**config.mk**
```make
export PLATFORM = sky130hd
export DESIGN_NAME = seg_scan_mux_flat
export DESIGN_NICKNAME = d
export VERILOG_FILES = /design/src/rtl/seg_scan_mux_if.sv /design/src/rtl/seg_scan_mux.sv /design/src/flat_wrapper.sv
export SDC_FILE = /design/constraint.sdc
export NUM_CORES = 1
export LEC_CHECK = 0
export BUFFER_PORTS_ARGS = -buffer_cell sky130_fd_sc_hd__buf_2
export CORE_UTILIZATION = 56
export CTS_CLUSTER_SIZE = 8
export DETAILED_ROUTE_END_ITERATION = 8
export PLACE_DENSITY = 0.79
export SYNTH_ARGS = -nofsm -noshare
export SYNTH_HDL_FRONTEND = slang
export SYNTH_SLANG_ARGS = --single-unit
```
**constraint.sdc**
```tcl
create_clock -name CLK -period 3.94 [get_ports CLK]
set_clock_uncertainty 0.15 [all_clocks]
set_input_delay 0.591 -clock CLK [delete_from_list [all_inputs] [get_ports CLK]]
set_output_delay 0.591 -clock CLK [all_outputs]
set_load 0.01 [all_outputs]
```
**src/rtl/seg_scan_mux_if.sv**
```systemverilog
// seg_scan_mux_if: display data / handshake / pin bundle for seg_scan_mux.
// The master side (status logic) supplies the digits and LOAD; the slave side
// (the scan driver) returns the handshake flags and drives the board pins.
interface seg_scan_mux_if #(
    parameter int NUM_DIGITS = 4
);
    logic [4*NUM_DIGITS-1:0] VALUE;
    logic [NUM_DIGITS-1:0]   DP;
    logic [NUM_DIGITS-1:0]   BLANK;
    logic                    LOAD;
    logic                    LOAD_ACK;
    logic                    BUSY;
    logic                    FRAME_DONE;
    logic [NUM_DIGITS-1:0]   ANODE;
    logic [7:0]              SEG;

    modport master (
        output VALUE, DP, BLANK, LOAD,
        input  LOAD_ACK, BUSY, FRAME_DONE, ANODE, SEG
    );

    modport slave (
        input  VALUE, DP, BLANK, LOAD,
        output LOAD_ACK, BUSY, FRAME_DONE, ANODE, SEG
    );
endinterface

```
**src/rtl/seg_scan_mux.sv**
```systemverilog
// seg_scan_mux: time-multiplexed 7-segment driver for NUM_DIGITS hex digits.
// A pending buffer takes LOAD data at any time; it is copied to the shadow
// (displayed) buffer only at the frame boundary, so a frame never tears.
// Each digit slot starts with DEAD_CYCLES of all-anodes-off to stop ghosting.
// Optional feature: define LEADING_ZERO_BLANK_EN to suppress leading zeros.
module seg_scan_mux #(
    parameter int NUM_DIGITS  = 4,
    parameter int SCAN_DIV    = 16384,
    parameter int DEAD_CYCLES = 64
) (
    input logic           CLK,
    input logic           RST_N,
    seg_scan_mux_if.slave bus
);
    localparam int CW       = (SCAN_DIV > 1) ? $clog2(SCAN_DIV) : 1;
    localparam int IW       = (NUM_DIGITS > 1) ? $clog2(NUM_DIGITS) : 1;
    localparam int IDX_SPAN = 1 << IW;
    localparam logic [CW-1:0]         CNT_LAST  = CW'(SCAN_DIV - 1);
    localparam logic [IW-1:0]         IDX_LAST  = IW'(NUM_DIGITS - 1);
    localparam logic [NUM_DIGITS-1:0] ANODE_ONE = NUM_DIGITS'(1);

    // Hex nibble to {a,b,c,d,e,f,g}, active-low.
    function automatic logic [6:0] hex7(input logic [3:0] nib);
        logic [6:0] s;
        case (nib)
            4'h0:    s = 7'b0000001;
            4'h1:    s = 7'b1001111;
            4'h2:    s = 7'b0010010;
            4'h3:    s = 7'b0000110;
            4'h4:    s = 7'b1001100;
            4'h5:    s = 7'b0100100;
            4'h6:    s = 7'b0100000;
            4'h7:    s = 7'b0001111;
            4'h8:    s = 7'b0000000;
            4'h9:    s = 7'b0000100;
            4'hA:    s = 7'b0001000;
            4'hB:    s = 7'b1100000;
            4'hC:    s = 7'b0110001;
            4'hD:    s = 7'b1000010;
            4'hE:    s = 7'b0110000;
            default: s = 7'b0111000;
        endcase
        return s;
    endfunction

    logic [CW-1:0]           cnt_reg,        cnt_next;
    logic [IW-1:0]           idx_reg,        idx_next;
    logic [4*NUM_DIGITS-1:0] pend_value_reg, pend_value_next;
    logic [NUM_DIGITS-1:0]   pend_dp_reg,    pend_dp_next;
    logic [NUM_DIGITS-1:0]   pend_blank_reg, pend_blank_next;
    logic [4*NUM_DIGITS-1:0] shad_value_reg, shad_value_next;
    logic [NUM_DIGITS-1:0]   shad_dp_reg,    shad_dp_next;
    logic [NUM_DIGITS-1:0]   shad_blank_reg, shad_blank_next;
    logic                    busy_reg,       busy_next;
    logic                    ack_reg,        ack_next;
    logic                    done_reg,       done_next;
    logic [NUM_DIGITS-1:0]   anode_reg,      anode_next;
    logic [7:0]              seg_reg,        seg_next;

    logic                    frame_end;
    logic                    dead;
    int                      cnt_int;
    logic [NUM_DIGITS-1:0]   lz_blank;
    logic [7:0]              digit_seg [IDX_SPAN];

    assign frame_end = (cnt_reg == CNT_LAST) && (idx_reg == IDX_LAST);
    assign cnt_int   = int'(cnt_reg);
    assign dead      = (cnt_int < DEAD_CYCLES);

`ifdef LEADING_ZERO_BLANK_EN
    // zero_run[i]: every digit from the top down to i is a 0 with its DP off.
    logic [NUM_DIGITS:0] zero_run;
    assign zero_run[NUM_DIGITS] = 1'b1;
    for (genvar gi = 0; gi < NUM_DIGITS; gi++) begin : g_lz
        assign zero_run[gi] = zero_run[gi+1] &&
                              (shad_value_reg[4*gi +: 4] == 4'h0) && !shad_dp_reg[gi];
        if (gi == 0) begin : g_keep0
            // The rightmost digit always shows, so an all-zero value reads "0".
            assign lz_blank[gi] = 1'b0;
        end else begin : g_sup
            assign lz_blank[gi] = zero_run[gi];
        end
    end
`else
    assign lz_blank = '0;
`endif

    // Segment image of every digit from the shadow buffer; unused slots stay dark.
    for (genvar gi = 0; gi < IDX_SPAN; gi++) begin : g_digit
        if (gi < NUM_DIGITS) begin : g_real
            assign digit_seg[gi] = (shad_blank_reg[gi] || lz_blank[gi]) ? 8'hFF :
                                   {hex7(shad_value_reg[4*gi +: 4]), ~shad_dp_reg[gi]};
        end else begin : g_pad
            assign digit_seg[gi] = 8'hFF;
        end
    end

    // Next state: scan position, double-buffer handshake and pin image.
    always_comb begin
        cnt_next        = cnt_reg + 1'b1;
        idx_next        = idx_reg;
        pend_value_next = pend_value_reg;
        pend_dp_next    = pend_dp_reg;
        pend_blank_next = pend_blank_reg;
        shad_value_next = shad_value_reg;
        shad_dp_next    = shad_dp_reg;
        shad_blank_next = shad_blank_reg;
        busy_next       = busy_reg;

        if (cnt_reg == CNT_LAST) begin
            cnt_next = '0;
            idx_next = (idx_reg == IDX_LAST) ? '0 : idx_reg + 1'b1;
        end

        if (frame_end) begin
            // A LOAD on the boundary cycle is newer than anything pending.
            if (bus.LOAD) begin
                shad_value_next = bus.VALUE;
                shad_dp_next    = bus.DP;
                shad_blank_next = bus.BLANK;
            end else if (busy_reg) begin
                shad_value_next = pend_value_reg;
                shad_dp_next    = pend_dp_reg;
                shad_blank_next = pend_blank_reg;
            end
            busy_next = 1'b0;
        end else if (bus.LOAD) begin
            pend_value_next = bus.VALUE;
            pend_dp_next    = bus.DP;
            pend_blank_next = bus.BLANK;
            busy_next       = 1'b1;
        end

        ack_next   = frame_end && (bus.LOAD || busy_reg);
        done_next  = frame_end;
        anode_next = dead ? '1 : ~(ANODE_ONE << idx_reg);
        seg_next   = dead ? 8'hFF : digit_seg[idx_reg];
    end

    // State and output registers; reset shows a dark display holding value 0.
    always_ff @(posedge CLK or negedge RST_N) begin
        if (!RST_N) begin
            cnt_reg        <= '0;
            idx_reg        <= '0;
            pend_value_reg <= '0;
            pend_dp_reg    <= '0;
            pend_blank_reg <= '0;
            shad_value_reg <= '0;
            shad_dp_reg    <= '0;
            shad_blank_reg <= '0;
            busy_reg       <= 1'b0;
            ack_reg        <= 1'b0;
            done_reg       <= 1'b0;
            anode_reg      <= '1;
            seg_reg        <= 8'hFF;
        end else begin
            cnt_reg        <= cnt_next;
            idx_reg        <= idx_next;
            pend_value_reg <= pend_value_next;
            pend_dp_reg    <= pend_dp_next;
            pend_blank_reg <= pend_blank_next;
            shad_value_reg <= shad_value_next;
            shad_dp_reg    <= shad_dp_next;
            shad_blank_reg <= shad_blank_next;
            busy_reg       <= busy_next;
            ack_reg        <= ack_next;
            done_reg       <= done_next;
            anode_reg      <= anode_next;
            seg_reg        <= seg_next;
        end
    end

    assign bus.LOAD_ACK   = ack_reg;
    assign bus.BUSY       = busy_reg;
    assign bus.FRAME_DONE = done_reg;
    assign bus.ANODE      = anode_reg;
    assign bus.SEG        = seg_reg;
endmodule

```
**src/flat_wrapper.sv**
```systemverilog
// flat-port wrapper written by rule: the top's interface ports become plain ports
module seg_scan_mux_flat 
#(
    parameter int NUM_DIGITS  = 4,
    parameter int SCAN_DIV    = 16384,
    parameter int DEAD_CYCLES = 64
)
  (CLK, RST_N, bus_VALUE, bus_DP, bus_BLANK, bus_LOAD, bus_LOAD_ACK, bus_BUSY, bus_FRAME_DONE, bus_ANODE, bus_SEG);
  seg_scan_mux_if #(.NUM_DIGITS(NUM_DIGITS)) bus_i ();
  input logic CLK;
  input logic RST_N;
  input wire logic [$bits(bus_i.VALUE)-1:0] bus_VALUE;
  input wire logic [$bits(bus_i.DP)-1:0] bus_DP;
  input wire logic [$bits(bus_i.BLANK)-1:0] bus_BLANK;
  input wire logic [$bits(bus_i.LOAD)-1:0] bus_LOAD;
  output wire logic [$bits(bus_i.LOAD_ACK)-1:0] bus_LOAD_ACK;
  output wire logic [$bits(bus_i.BUSY)-1:0] bus_BUSY;
  output wire logic [$bits(bus_i.FRAME_DONE)-1:0] bus_FRAME_DONE;
  output wire logic [$bits(bus_i.ANODE)-1:0] bus_ANODE;
  output wire logic [$bits(bus_i.SEG)-1:0] bus_SEG;
  assign bus_i.VALUE = bus_VALUE;
  assign bus_i.DP = bus_DP;
  assign bus_i.BLANK = bus_BLANK;
  assign bus_i.LOAD = bus_LOAD;
  assign bus_LOAD_ACK = bus_i.LOAD_ACK;
  assign bus_BUSY = bus_i.BUSY;
  assign bus_FRAME_DONE = bus_i.FRAME_DONE;
  assign bus_ANODE = bus_i.ANODE;
  assign bus_SEG = bus_i.SEG;
  seg_scan_mux #(.NUM_DIGITS(NUM_DIGITS), .SCAN_DIV(SCAN_DIV), .DEAD_CYCLES(DEAD_CYCLES)) u_core (.CLK(CLK), .RST_N(RST_N), .bus(bus_i));
endmodule
```
-- Word-level counts from Yosys, hierarchy flattened
Memory sizes are Yosys's and may differ from the RTL's.
Index checks and enable logic that the tools add are counted.
- memories kept: 4
- logic and storage cells: 57
- input port bits: 27
- register bits: 79
- output and inout bits: 15
- memory bits (read-only): 448
- eq/ne operators: 2
- bitwise gates (word level): 7
- $add $sub $neg: 2
- shift-type cells: 1
- reduce and logical (&&, ||, !) cells: 7
- mux-type cells: 19
- magnitude comparators: 2
- memory list (memory ; depth ; width ; rd ports ; clocked after Yosys merged registers in ; write ports ; line ; RTL):
    (no name shown) ; 16 ; 7 ; 1 ; 0 ; 0 ; seg_scan_mux.sv:25 ; case (nib)
    (no name shown) ; 16 ; 7 ; 1 ; 0 ; 0 ; seg_scan_mux.sv:25 ;
    (no name shown) ; 16 ; 7 ; 1 ; 0 ; 0 ; seg_scan_mux.sv:25 ;
    (no name shown) ; 16 ; 7 ; 1 ; 0 ; 0 ; seg_scan_mux.sv:25 ;
- operator list (kind ; number):
    $mux 8 ; 7
    $mux 16 ; 2
    $mux 4 ; 5
    $bmux 8 s2 ; 1
    $add 14x1->14 const B ; 1
    $eq 14x14->1 const B ; 1
    $lt 14x7->1 const B ; 1
    $mux 14 ; 1
    $not 1->1 ; 5
    $not 4->4 ; 1
    $reduce_and 2->1 ; 2
    $reduce_bool 2->1 ; 2
    $shl 1x2->4 const A ; 1
    $ge 3x3->1 const B ; 1
    $not 2->3 ; 1
    $add 2x1->2 const B ; 1
    $eq 2x2->1 const B ; 1
    $logic_and 1x1->1 ; 2
    $mux 1 ; 2
    $mux 2 ; 1
    $logic_or 1x1->1 ; 1

-- Logic depth before layout (Yosys ltp)
- word-level depth: 6
- gate-level depth with buffers: 7
- depth with buffers taken out: 6

-- Least setup slack after synthesis
No wires, ideal clock.
- kind: flip-flop to flip-flop
- from: reg u_core.cnt_reg[0]
- to: reg u_core.shad_blank_reg[0]
- clock period less this slack: 2190 ps
- data required time: 3665 ps
- data arrival time: 1914 ps
- library setup time: 125 ps
- stages on the path, launching flop included: 8
- buffers on the path: 2
- path slack: 1750 ps
- cells stage by stage: dfrtp_1 -> ha_1 -> and3_2 -> nand2_4 -> or4_4 -> buf_6 -> buf_12 -> mux2_4
- cells in the longest elaborated chain, start to end: 3
- ends and longest elaborated chain (what ; line ; RTL):
    start: declaration ; seg_scan_mux.sv:46 ; logic [CW-1:0] cnt_reg, cnt_next;
    start signal: assignment ; seg_scan_mux.sv:157 ; cnt_reg <= cnt_next;
    $eq 14x14->1 ; seg_scan_mux.sv:66 ; assign frame_end = (cnt_reg == CNT_LAST) && (idx_reg == IDX_LAST);
    $logic_and 1x1->1 ; seg_scan_mux.sv:66 ;
    $reduce_and 2->1 (no line) ; - ;
    end signal: assignment ; seg_scan_mux.sv:164 ; shad_blank_reg <= shad_blank_next;
    end: declaration ; seg_scan_mux.sv:53 ; logic [NUM_DIGITS-1:0] shad_blank_reg, shad_blank_next;
Every way passes these cells.
A chain may end at the register's enable or synchronous reset.

-- Final worst setup path
- from: reg u_core.idx_reg[1]
- to: reg u_core.pend_value_reg[4]
- cells in the longest elaborated chain, start to end: 4
- ends and longest elaborated chain (what ; line ; RTL):
    start: declaration ; seg_scan_mux.sv:47 ; logic [IW-1:0] idx_reg, idx_next;
    start signal: assignment ; seg_scan_mux.sv:158 ; idx_reg <= idx_next;
    $eq 2x2->1 ; seg_scan_mux.sv:66 ;
    $logic_and 1x1->1 ; seg_scan_mux.sv:66 ;
    $not 1->1 (no line) ; - ;
    $reduce_and 2->1 (no line) ; - ;
    end signal: assignment ; seg_scan_mux.sv:159 ; pend_value_reg <= pend_value_next;
    end: declaration ; seg_scan_mux.sv:48 ; logic [4*NUM_DIGITS-1:0] pend_value_reg, pend_value_next;
Every way passes these cells.

==> results.txt <==
Status: finished clean
Resized Gates After CTS: 0
Most numerous cell in the Yosys netlist: dfrtp_1
Hpwl dp: 6.661 mm
Worst Path Arrival: 2560 ps
Leakage: 2.365 nW
Num ports: 42
Final RePlAce weighted congestion: 0.8742
H-tree depth: 3
Max_cap viols: 0
Global-route wire length before repair: 15.21 mm
Critical Path RT: 4040 ps
Switching power: 0.4580 mW
Clk_lat worst skew: 360 ps
Syn. warnings: 0
Post-synth ARST share: 100.0%
Post-Synthesis Cells: 390
Remaining routing DRC violations: 0
Pwr per Cell Area: 338.3 mW/mm2
Row count: 32
Fin Hold WS: 235.1 ps
Top post-synthesis cells by area: dfrtp_1 36%, mux2_2 13%, ha_1 9.0%
Syn Nets: 450
CTS root buffer: clkbuf_8
Vias in the first global route: 3079
Mean Syn Cell Area: 11.83 um2
Flop pwr share: 51.6%
Slew @ Worst Pin: 973.4 ps
TritonCTS clock tree: yes
Initial Utilization: 58.79%
Final TNS setup: 0 ps
CP delay by family, top: flip-flops
Reg2Reg Setup Slack: 1480 ps
CTS clock-pin slew for the worst setup and hold paths: 80 ps
Commonest cells in the netlist: 67 x dfrtp_1, 52 x mux2_2, 33 x ha_1
Core Box Area: 0.007848 mm2
Area leader, netlist: dfrtp_1
Layout cells sized above 1: 33.57%
Total track usage: 23.17%
Num CTS Buffers: 9
Crit end category: flip-flop
Synth Area in Adders: 8.950%
Vias/cell: 5.855
Drt total wl: 9.175 mm
Post-synthesis sequential area ratio: 43.18%
Setup CP Type: reg2reg
Worst R2R Path Depth: 5
Endpoints failing setup: 0
# Post-CTS Setup Buffers: 0
Synth Area in Compound Gates: 7.621%
DR pass1 iterations: 4
CP max FO: 20
Headroom to the max-slew limit: 35.11%
Area grow syn2layout: 9.818%
Largest family of logic cells by synthesized area: multiplexers
Iteration-0 DRC Markers: 206
Final period util: 62.52%
Yosys reg bits: 79
Internal power: 1.256 mW
Unique cell type count in the Yosys netlist: 51
Simple-gate share of the synthesized area: 10.58%
Max incr delay on CP: 670 ps
Peak Freq: 406.0 MHz
Sw frac: 26.72%
Reg2Reg Capture Point: u_core.pend_value_reg[4]
GRT Residual Overflow: 0
Post-Synth XOR/XNOR Area: 2.088%
Total number of vias: 3109
Crit-path cells: ha_1, nand3_1, o31ai_4, buf_4, mux2_2
Clock share of power: 36.1%
Gate power share: 12.3%
Worst hold path type: in2async
CTS sink cnt: 79
CP startpoint kind: flip-flop
WP buf/inv: 1
Hold Violations, Final: 0
Max Root-Sink Buffers: 2
Crit path max-delay cell type: dfrtp_1
Fin crit period: 2463 ps
R2r startpoint: u_core.idx_reg[1]
Pin count of the biggest net entering global routing: 80
Synth Flop Type: dfrtp_1
Die Y: 92.76 um
Post-DRT Antenna Nets: 0
Initial antenna violation count: 0
Synth top area share: 36.34%
Pins Over Slew Limit: 0
Number of synthesized flops with an enable pin: 0
Port buffer count: 41
Die Footprint: 0.008604 mm2
Mapped Area: 0.004613 mm2
Antenna cell count: 0
Nets@finish: 484
Die width: 92.76 um
Post-synthesis mux area share: 23.54%
Unrepaired setup endpoints after global routing: no
# hold bufs at CTS: 0
Worst vdd rail ir drop: 0.2527 mV
Routed len/inst: 17.28 um
-- worst reg2reg max path: stages (launching register included) --
cell	delay [ps]
dfrtp_1	670
ha_1	310
nand3_1	160
o31ai_4	320
buf_4	350
mux2_2	390
-- through the flow --
step / instance area [um2] / cells / setup WS [ps] / power (mW) / util (%)
after floorplan: 4613 / 390 / 1750 / 1.038 / -
after global placement: 4865 / 515 / 1555 / 1.099 / 61.99
after detailed placement: 4865 / 515 / 1511 / 1.110 / 61.99
after CTS: 5066 / 531 / 1497 / 1.724 / 64.56
after global routing: 5066 / 531 / 1374 / 1.789 / 64.56
final: 5066 / 531 / 1477 / 1.714 / 64.56
-- cells in the final DEF, fill, tap and decap left out, types with 12 or more instances in the layout --
cell,count
dfstp_2,12
buf_2,40
nand3_1,15
mux2_2,52
ha_1,33
dfrtp_1,67
nor2_1,20
mux2i_1,29
nor2b_1,12
inv_1,21
-- per-layer routing --
layer,vias to the layer above,track usage [%],part of all wire (%)
li1,1485,-,-
met4,0,10.00,2.0
met1,1527,32.61,47
met2,81,34.68,46
met3,16,4.762,5.4
met5,-,0,0
-- how the worst max path moves through the flow --
| stage | start | to | slack [ps] | cells past startpoint |
|---|---|---|---|---|
| floorplan | u_core.cnt_reg[0] | u_core.shad_blank_reg[0] | 1750 | 7 |
| global placement | u_core.idx_reg[1] | u_core.shad_value_reg[7] | 1550 | 4 |
| detailed placement | u_core.idx_reg[1] | u_core.shad_blank_reg[1] | 1510 | 4 |
| CTS | u_core.idx_reg[1] | u_core.shad_blank_reg[1] | 1500 | 4 |
| global route | u_core.idx_reg[1] | u_core.pend_value_reg[4] | 1370 | 5 |
| finish | u_core.idx_reg[1] | u_core.pend_value_reg[4] | 1480 | 5 |
-- kinds of logic after synthesis --
logic type / Yosys count
AO/OA/AOI/OAI: 43
XOR/XNOR: 11
adder cells (fa/ha/maj): 33
buffers and inverters: 41
flip-flops: 79
multiplexers: 93
AND/OR/NAND/NOR: 90
-- final cells by class --
class / count / area [um2]
fillers: 632 / 2781
repair buffers: 43 / 222.7
clock inverters: 7 / 77.57
inverters: 21 / 78.83
clock buffers: 9 / 123.9
multi-input cells: 270 / 2444
flip-flops and latches: 79 / 1992
well taps: 102 / 127.6
-- power groups by stage --
stage                     Combinational [mW]  Clock (mW)  Sequential, mW
final                                  0.210       0.619           0.884
after global routing                   0.232       0.666           0.891
after CTS                              0.212       0.629           0.884
after detailed placement               0.211           0           0.899
after global placement                 0.202           0           0.896
after floorplan                        0.156           0           0.881
Note: power is estimated with default switching activity, not from simulation.
